===== config.mk =====
export PLATFORM = sky130hd
export DESIGN_NAME = regfile_sb
export DESIGN_NICKNAME = d
export VERILOG_FILES = /design/src/rtl/regfile_pkg.sv /design/src/rtl/regfile_sb_pending.sv /design/src/rtl/regfile_sb.sv
export SDC_FILE = /design/constraint.sdc
export NUM_CORES = 2
export LEC_CHECK = 0
export ABC_AREA = 1
export BUFFER_PORTS_ARGS = -buffer_cell sky130_fd_sc_hd__buf_2
export CAP_MARGIN = 10
export CORE_MARGIN = 1
export CORE_UTILIZATION = 40
export DETAILED_ROUTE_END_ITERATION = 10
export PLACE_DENSITY = 0.54
export SYNTH_ARGS = -nofsm -noshare
export SYNTH_HDL_FRONTEND = slang
export SYNTH_SLANG_ARGS = --single-unit

===== constraint.sdc =====
create_clock -name CLK -period 10.1 [get_ports CLK]
set_input_delay 1.01 -clock CLK [delete_from_list [all_inputs] [get_ports CLK]]
set_output_delay 1.01 -clock CLK [all_outputs]
set_load 0.01 [all_outputs]

===== src/rtl/regfile_pkg.sv =====
// Shared constants and types for the scoreboarded register file.
//   XLEN_DEF / NREGS_DEF : default data width and register count
//   AW_DEF               : address width for the default register count
//   reg_adr_t / xlen_t   : address and data types at the default sizes
package regfile_pkg;

  localparam int XLEN_DEF  = 32;
  localparam int NREGS_DEF = 32;
  localparam int AW_DEF    = $clog2(NREGS_DEF);

  typedef logic [AW_DEF-1:0]   reg_adr_t;
  typedef logic [XLEN_DEF-1:0] xlen_t;

endpackage


===== src/rtl/regfile_sb_pending.sv =====
// Pending-write scoreboard: one bit per register, set at issue and cleared
// at write-back or flush, plus a sticky write-after-write flag and a
// registered count of pending registers.
//   CLK, RST_N           : clock, synchronous active-low reset
//   issue_en, issue_adr  : mark a destination register pending
//   wb_en, wb_adr        : write-back clears the pending bit
//   flush                : clear every pending bit, discard a concurrent issue
//   pending              : pending vector (bit 0 always 0)
//   pend_cnt             : number of pending registers, post-edge
//   waw_err              : sticky, issue hit an already-pending register
module sb_pending
  import regfile_pkg::*;
#(
  parameter int NREGS = NREGS_DEF,
  parameter int AW    = $clog2(NREGS)
) (
  input  logic             CLK,
  input  logic             RST_N,
  input  logic             issue_en,
  input  logic [AW-1:0]    issue_adr,
  input  logic             wb_en,
  input  logic [AW-1:0]    wb_adr,
  input  logic             flush,
  output logic [NREGS-1:0] pending,
  output logic [AW:0]      pend_cnt,
  output logic             waw_err
);

  logic [NREGS-1:0] pend_nxt;
  logic [AW:0]      cnt_nxt;
  logic             waw_set;

  always_comb begin
    pend_nxt = pending;
    if (flush) begin
      pend_nxt = '0;
    end else begin
      if (wb_en) pend_nxt[wb_adr] = 1'b0;
      // Applied after the write-back clear so a same-cycle re-issue wins.
      if (issue_en) pend_nxt[issue_adr] = 1'b1;
    end
    pend_nxt[0] = 1'b0;
  end

  always_comb begin
    cnt_nxt = '0;
    for (int i = 0; i < NREGS; i++) begin
      cnt_nxt = cnt_nxt + (AW+1)'(pend_nxt[i]);
    end
  end

  // A write-back retiring the same register this cycle makes the re-issue legal.
  assign waw_set = issue_en && (issue_adr != '0) && pending[issue_adr] &&
                   !flush && !(wb_en && (wb_adr == issue_adr));

  always_ff @(posedge CLK) begin
    if (!RST_N) begin
      pending  <= '0;
      pend_cnt <= '0;
      waw_err  <= 1'b0;
    end else begin
      pending  <= pend_nxt;
      pend_cnt <= cnt_nxt;
      if (waw_set) waw_err <= 1'b1;
    end
  end

endmodule


===== src/rtl/regfile_sb.sv =====
// Register file with combinational reads, optional write-back forwarding
// and a per-register pending scoreboard for read-after-write detection.
//   CLK, RST_N              : clock, synchronous active-low reset
//   adr1/adr2 -> rs1/rs2    : combinational read ports
//   rs1_busy/rs2_busy       : read register has an outstanding write
//   issue_en, issue_adr     : mark destination of an issuing instruction
//   wb_en, wb_adr, wb_data  : write-back port
//   flush                   : clear all pending bits
//   pend_cnt, waw_err       : pending count, sticky write-after-write flag
module regfile_sb
  import regfile_pkg::*;
#(
  parameter int XLEN   = XLEN_DEF,
  parameter int NREGS  = NREGS_DEF,
  parameter int AW     = $clog2(NREGS),
  parameter int BYPASS = 1
) (
  input  logic            CLK,
  input  logic            RST_N,
  input  logic [AW-1:0]   adr1,
  input  logic [AW-1:0]   adr2,
  output logic [XLEN-1:0] rs1,
  output logic [XLEN-1:0] rs2,
  output logic            rs1_busy,
  output logic            rs2_busy,
  input  logic            issue_en,
  input  logic [AW-1:0]   issue_adr,
  input  logic            wb_en,
  input  logic [AW-1:0]   wb_adr,
  input  logic [XLEN-1:0] wb_data,
  input  logic            flush,
  output logic [AW:0]     pend_cnt,
  output logic            waw_err
);

  logic [XLEN-1:0]  mem [NREGS];
  logic [NREGS-1:0] pending;
  logic             fwd1;
  logic             fwd2;

  always_ff @(posedge CLK) begin
    if (!RST_N) begin
      for (int i = 0; i < NREGS; i++) mem[i] <= '0;
    end else if (wb_en && (wb_adr != '0)) begin
      mem[wb_adr] <= wb_data;
    end
  end

  sb_pending #(
    .NREGS (NREGS),
    .AW    (AW)
  ) u_pending (
    .CLK       (CLK),
    .RST_N     (RST_N),
    .issue_en  (issue_en),
    .issue_adr (issue_adr),
    .wb_en     (wb_en),
    .wb_adr    (wb_adr),
    .flush     (flush),
    .pending   (pending),
    .pend_cnt  (pend_cnt),
    .waw_err   (waw_err)
  );

  assign fwd1 = (BYPASS != 0) && wb_en && (wb_adr == adr1);
  assign fwd2 = (BYPASS != 0) && wb_en && (wb_adr == adr2);

  always_comb begin
    rs1      = '0;
    rs2      = '0;
    rs1_busy = 1'b0;
    rs2_busy = 1'b0;
    if (adr1 != '0) begin
      rs1      = fwd1 ? wb_data : mem[adr1];
      // Forwarded data resolves the hazard in the same cycle.
      rs1_busy = pending[adr1] && !fwd1;
    end
    if (adr2 != '0) begin
      rs2      = fwd2 ? wb_data : mem[adr2];
      rs2_busy = pending[adr2] && !fwd2;
    end
  end

endmodule

### Word-level counts from Yosys, hierarchy flattened

Memory sizes are Yosys's and may differ from the RTL's.
Index checks and enable logic that the tools add are counted.

| storage, ports and cells | value |
|---|---|
| flip-flop bits (word level) | 39 |
| output and inout bits | 73 |
| memory bits (writable) | 1024 |
| memories | 1 |

| cells by class | value |
|---|---|
| $add $sub $neg | 30 |
| equal/unequal tests | 3 |
| muxes and demuxes | 27 |
| magnitude comparators | 6 |
| bitwise gates (word level) | 3 |
| reduce and logical (&&, ||, !) cells | 21 |

Memory list:

| memory | words | bits a word | rd ports | clocked after memory_dff | write ports | RTL line | text |
|---|---|---|---|---|---|---|---|
| mem | 32 | 32 | 2 | 0 | 32 | regfile_sb.sv:36 | `logic [XLEN-1:0] mem [NREGS];` |

Operators by type and width:

| operator | count |
|---|---|
| 32-bit 2-to-1 mux | 9 |
| 6-bit by 1-bit adder with 6-bit output | 29 |
| 32-bit AND | 1 |
| 32-bit inverter | 1 |
| 32-bit OR | 1 |
| 32-bit OR reduction | 1 |
| 5-bit by 6-bit < comparator with 1-bit output (second input constant) | 4 |
| 5-bit nonzero test | 4 |
| 1-bit binary-select mux with 5-bit select | 3 |
| 5-bit equality test | 3 |
| 1-bit logical AND | 12 |
| 1-bit 2-to-1 mux | 12 |
| 1-bit demux with 5-bit select | 2 |
| 5-bit by 1-bit >= comparator with 1-bit output (second input constant) | 2 |
| 5-bit 2-to-1 mux | 1 |
| 1-bit zero test | 4 |
| 1-bit by 1-bit adder with 2-bit output | 1 |

### Logic depth before layout (Yosys ltp)

| logic depth | value |
|---|---|
| depth after elaboration | 41 |
| depth in mapped cells | 28 |

### By module

A second synthesis with hierarchy kept.

| second synthesis, totals | value |
|---|---|
| cell total of the unflattened synthesis | 7546 |
| area total of the unflattened synthesis | 60391.7 um^2 |

By module, submodules not included:

| module | area each (um^2) | cells an instance | instances |
|---|---|---|---|
| regfile_sb | 57612.8 | 7142 | 1 |
| sb_pending | 2778.9 | 404 | 1 |

### Least setup slack after synthesis

Ideal clock, no wire load.

| path | value |
|---|---|
| path kind | input to register |
| start | input wb_adr[0] |
| end | register u_pending.pend_cnt[4] |
| path slack | 4.007 ns |
| stages | 24 |
| arrival time | 6.023 ns |
| data required time | 10.030 ns |
| library setup time | 0.070 ns |
| cells stage by stage | buf_2 -> inv_1 -> nor2_1 -> inv_1 -> nor2_1 -> nand2_1 -> nand2_1 -> a21oi_1 -> ha_1 -> inv_1 -> fa_1 -> inv_1 -> fa_1 -> fa_1 -> fa_1 -> fa_1 -> fa_1 -> ha_1 -> fa_1 -> nand2_1 -> nand2_1 -> a21oi_1 -> o21ai_0 -> a21oi_1 |

| between the ends | value |
|---|---|
| longest elaborated chain between the ends | 41 |
| elaborated cells on any way between the ends | 42 |
| those cells by class | add/sub: 30; order compare: 2; mux: 6; bitwise: 3; reduce/logical: 1 |

RTL lines:

| what | RTL line | text |
|---|---|---|
| start, declared | regfile_sb.sv:29 | `input logic [AW-1:0] wb_adr,` |
| 5-bit by 6-bit < comparator with 1-bit output (implied by the code) / 5-bit by 1-bit >= comparator with 1-bit output (equally long branches) | regfile_sb_pending.sv:38 | `if (wb_en) pend_nxt[wb_adr] = 1'b0;` |
| 1-bit logical AND (implied by the code) | regfile_sb_pending.sv:38 |  |
| 1-bit 2-to-1 mux (implied by the code) | regfile_sb_pending.sv:38 |  |
| 1-bit demux with 5-bit select (*) | n/a |  |
| 32-bit inverter (no line) (*) | n/a |  |
| 32-bit AND (no line) (*) | n/a |  |
| 32-bit 2-to-1 mux (*) | regfile_sb_pending.sv:38 |  |
| 32-bit 2-to-1 mux (*) | regfile_sb_pending.sv:35 | `if (flush) begin` |
| 32-bit OR (no line) | n/a |  |
| 32-bit 2-to-1 mux (*) | regfile_sb_pending.sv:40 | `if (issue_en) pend_nxt[issue_adr] = 1'b1;` |
| 32-bit 2-to-1 mux (*) | regfile_sb_pending.sv:35 |  |
| named net u_pending.pend_nxt[1] | regfile_sb_pending.sv:29 | `logic [NREGS-1:0] pend_nxt;` |
| 1-bit by 1-bit adder with 2-bit output (*) | regfile_sb_pending.sv:48 | `cnt_nxt = cnt_nxt + (AW+1)'(pend_nxt[i]);` |
| 6-bit by 1-bit adder with 6-bit output (*) (29 in series) | regfile_sb_pending.sv:48 |  |
| end signal, assigned | regfile_sb_pending.sv:63 | `pend_cnt <= cnt_nxt;` |
| end, declared | regfile_sb_pending.sv:25 | `output logic [AW:0] pend_cnt,` |

The timed path passes the listed nets; every way through them passes the cells marked *. The select of a mux whose other input is x is not followed.
A chain may end at the register's enable or synchronous reset.

### Worst setup path in the final report

| path | value |
|---|---|
| start | input adr1[2] |
| end | output rs1[14] |

| between the ends | value |
|---|---|
| longest elaborated chain between the ends | 4 |
| elaborated cells on any way between the ends | 6 |
| those cells by class | eq/ne: 1; mux: 2; reduce/logical: 2; memory: 1 |

RTL lines:

| what | RTL line | text |
|---|---|---|
| start, declared | regfile_sb.sv:20 | `input logic [AW-1:0] adr1,` |
| parallel branches: the longest is 3 deep, another holds memory read 32 x 32 bit | n/a |  |
| 32-bit 2-to-1 mux (*) | regfile_sb.sv:73 | `if (adr1 != '0) begin` |
| end, declared | regfile_sb.sv:22 | `output logic [XLEN-1:0] rs1,` |

Every way passes the cells marked *.

==> impl_results.md <==
- Final Non-Filler Cells: 9637
- Core region area: 0.1519 mm²
- Number of vias per cell: 5.861
- Data required time of the worst path: 9.09 ns
- Hold Slack: 0.4659 ns
- Fin util: 0.4423
- TritonCTS clock tree: built
- Nets: 7594
- Area contributors post-synth: edfxtp_1 (50%), nand2_1 (12%), nand3_1 (9.3%), nor2_1 (7.3%), inv_1 (4.2%)
- Hold EP: u_pending.waw_err$_SDFFE_PN0P_
- CTS Buf Count: 130
- Std cell rows: 143
- Synthesized cell area: 0.06122 mm²
- HP Class: flip-flop to flip-flop
- Worst vdd ir: 164.6 µV
- Register area share after synthesis: 0.5147
- Setup TNS: 0 ns
- Final min period: 6.353 ns
- Highest Clock Rate: 157.4 MHz
- CTS clk-pin slew, worst paths: 0.05 ns
- Port buffer count: 129
- Placed cell area: 0.06317 mm²
- Slew HR: 0.1238
- Synth area leader: edfxtp_1
- Die area: 0.1546 mm²
- DR iter-0 viols: 7348
- Wire per inst: 27.56 µm
- Starting Density: 0.4030
- Async S/R FF share, synth: 0
- CTS Buffer Depth: 3
- DRT Pass-1 Iters: 6
- Setup-failing EPs final: 0
- FF-to-FF Start: u_pending.pending[2]$_SDFF_PN0_
- Pre-CTS WS: 3.109 ns
- Detail Placement HPWL: 146000 µm
- Post-cts resize count: 0
- Unrepaired setup endpoints after global routing: no
- Cell area after layout: 0.06719 mm²
- Placed cell count: 9403
- CTS root buf: clkbuf_16
- Initial antenna violation count: 13
- Commonest cells after routing, fill and taps aside: nand2_1 (1845), nor2_1 (1178), nand3_1 (1128)
- Status: completed
- Hold Path Stages: 2
- Crit-path max FO: 41
- Leakage: 27.86 nW
- Max-cap viol count: 0
- Synth top area share: 0.5022
- Skew-Pair Late Insertion Delay: 0.75 ns
- Commonest non-fill, non-tap cell in the layout: nand2_1
- PwrDens: 168.2 mW/mm²
- Fin crit share: 0.6290
- Hold Fails Final Rpt: 0
- Detailed-route via count: 56480
- Share of layout cells above drive strength 1: 0.07575
- Worst setup slack after layout: 3.747 ns
- Clock skew: 0.006960 ns
- Gr usage total: 0.3392
- Die Y: 393.2 µm
- Area delta synth->final: 9.738%
- Worst-Margin Slew: 1.306 ns
- Worst setup EP type: primary output
- EDFF count, synth: 1024
- Reg2Reg Depth: 18
- Critical path type: input port to primary output
- Post-Synthesis Cells: 7732
- Clock sink count: 1062
- First-pass GRT wire length: 374400 µm
- R2R Setup Slk: 4.82 ns
- DRT antenna net count: 0
- Final number of max-transition violations: 0
- IO Count: 130
- Synth Flop Type: edfxtp_1
- Post-synthesis register bit count: 1062
- Synth cell types: 39
- Synth Area per Inst: 7.918 µm²
- Htree depth: 4
- Pin count of the biggest net entering global routing: 207
- Post-route DRC: 0
- Worst r2r dst: u_pending.pend_cnt[4]$_SDFF_PN0_
- Number of global-route vias before repair: 52550
- Worst path arrival time: 5.34 ns
- Setup Fix Bufs, Post-CTS: 0
- Total Power: 11.30 mW
- Layout fillers: 14950
- Worst hold path startpoint: u_pending.waw_err$_SDFFE_PN0P_
- Ys Warns: 0
- Overflow left after global routing: 0
- Post-CTS Hold Buffers: 0
- Routability congestion estimate: 0.9157
- Die width: 393.2 µm
- Routed wire length: 265600 µm
- Startpoint Class: input port
layout make-up:
type / count / area (µm²) / area share
sequential: 1062 / 31510 / 0.4690
clock buffer: 173 / 3542 / 0.05272
multi-input combinational: 5331 / 24610 / 0.3663
tap: 2030 / 2540 / 0.03780
timing repair buffer: 273 / 1827 / 0.02719
inverter: 707 / 2684 / 0.03995
antenna: 3 / 7.507 / 0.0001117
clock inverter: 58 / 467.9 / 0.006965
critical path: stages:
cell	delay (ns)
buf_4	0.41
buf_4	0.80
xor2_1	0.13
nor3_1	0.24
nand2_1	0.09
buf_4	0.27
nand2_1	0.13
clkinv_1	1.00
nand3_1	0.67
nand2_1	0.27
buf_2	0.22
cell families after synthesis:
kind of cell,share of synthesized area
DFF,0.5147
xor gates and xnor gates,0.0002862
AOI/OAI and AO/OA,0.09184
other,0.00006125
buffers and inverters,0.08923
and+or+nand+nor,0.2946
adders and majority gates,0.009360
state kept, by name, summed over array words and instances (netlist names):
register / count
mem: 1024
u_pending.pend_cnt: 6
u_pending.pending: 31
u_pending.waw_err: 1
where the power goes:
group          internal [mW]  switching (mW)
sequential              5.06          0.0913
combinational          0.379            1.21
clock                   2.63            1.92
total                   8.08            3.23
worst max path at each step:
stage	startpoint	end	slack, ns	cells after the start
finish	adr1[2]	rs1[14]	3.75	11
global route	issue_adr[1]	u_pending.pend_cnt[4]$_SDFF_PN0_	3.44	23
CTS	issue_adr[1]	u_pending.pend_cnt[4]$_SDFF_PN0_	3.89	23
detailed placement	wb_adr[4]	u_pending.pend_cnt[4]$_SDFF_PN0_	3.11	21
global placement	issue_adr[0]	u_pending.pend_cnt[4]$_SDFF_PN0_	3.05	23
floorplan	wb_adr[0]	u_pending.pend_cnt[4]$_SDFF_PN0_	4.01	24
cells in the mapped netlist (2+ instances only):
cell / count
nand2_1: 1879
nor2_1: 1186
nand3_1: 1138
edfxtp_1: 1024
inv_1: 693
o211ai_1: 336
clkbuf_1: 331
a21oi_1: 300
o21ai_0: 297
buf_2: 249
buf_1: 80
or2_2: 39
dfxtp_1: 38
fa_1: 23
nand3_2: 19
nand3b_1: 17
and2_1: 15
nor3_1: 11
ha_1: 9
clkinv_1: 8
inv_2: 6
o22ai_1: 5
nand4_1: 4
nor3_2: 4
a31oi_1: 3
a22o_1: 2
buf_4: 2
nor3_4: 2
xor2_1: 2
layer usage:
metal / global-route usage / vias to the layer above / routed length (µm)
li1: - / 25080 / -
met1: 0.4514 / 27070 / 104500
met3: 0.06559 / 724 / 29550
met5: 0 / - / 177
met4: 0.1844 / 16 / 15470
met2: 0.5198 / 3604 / 115900
Power figures use the tool's default switching activity.
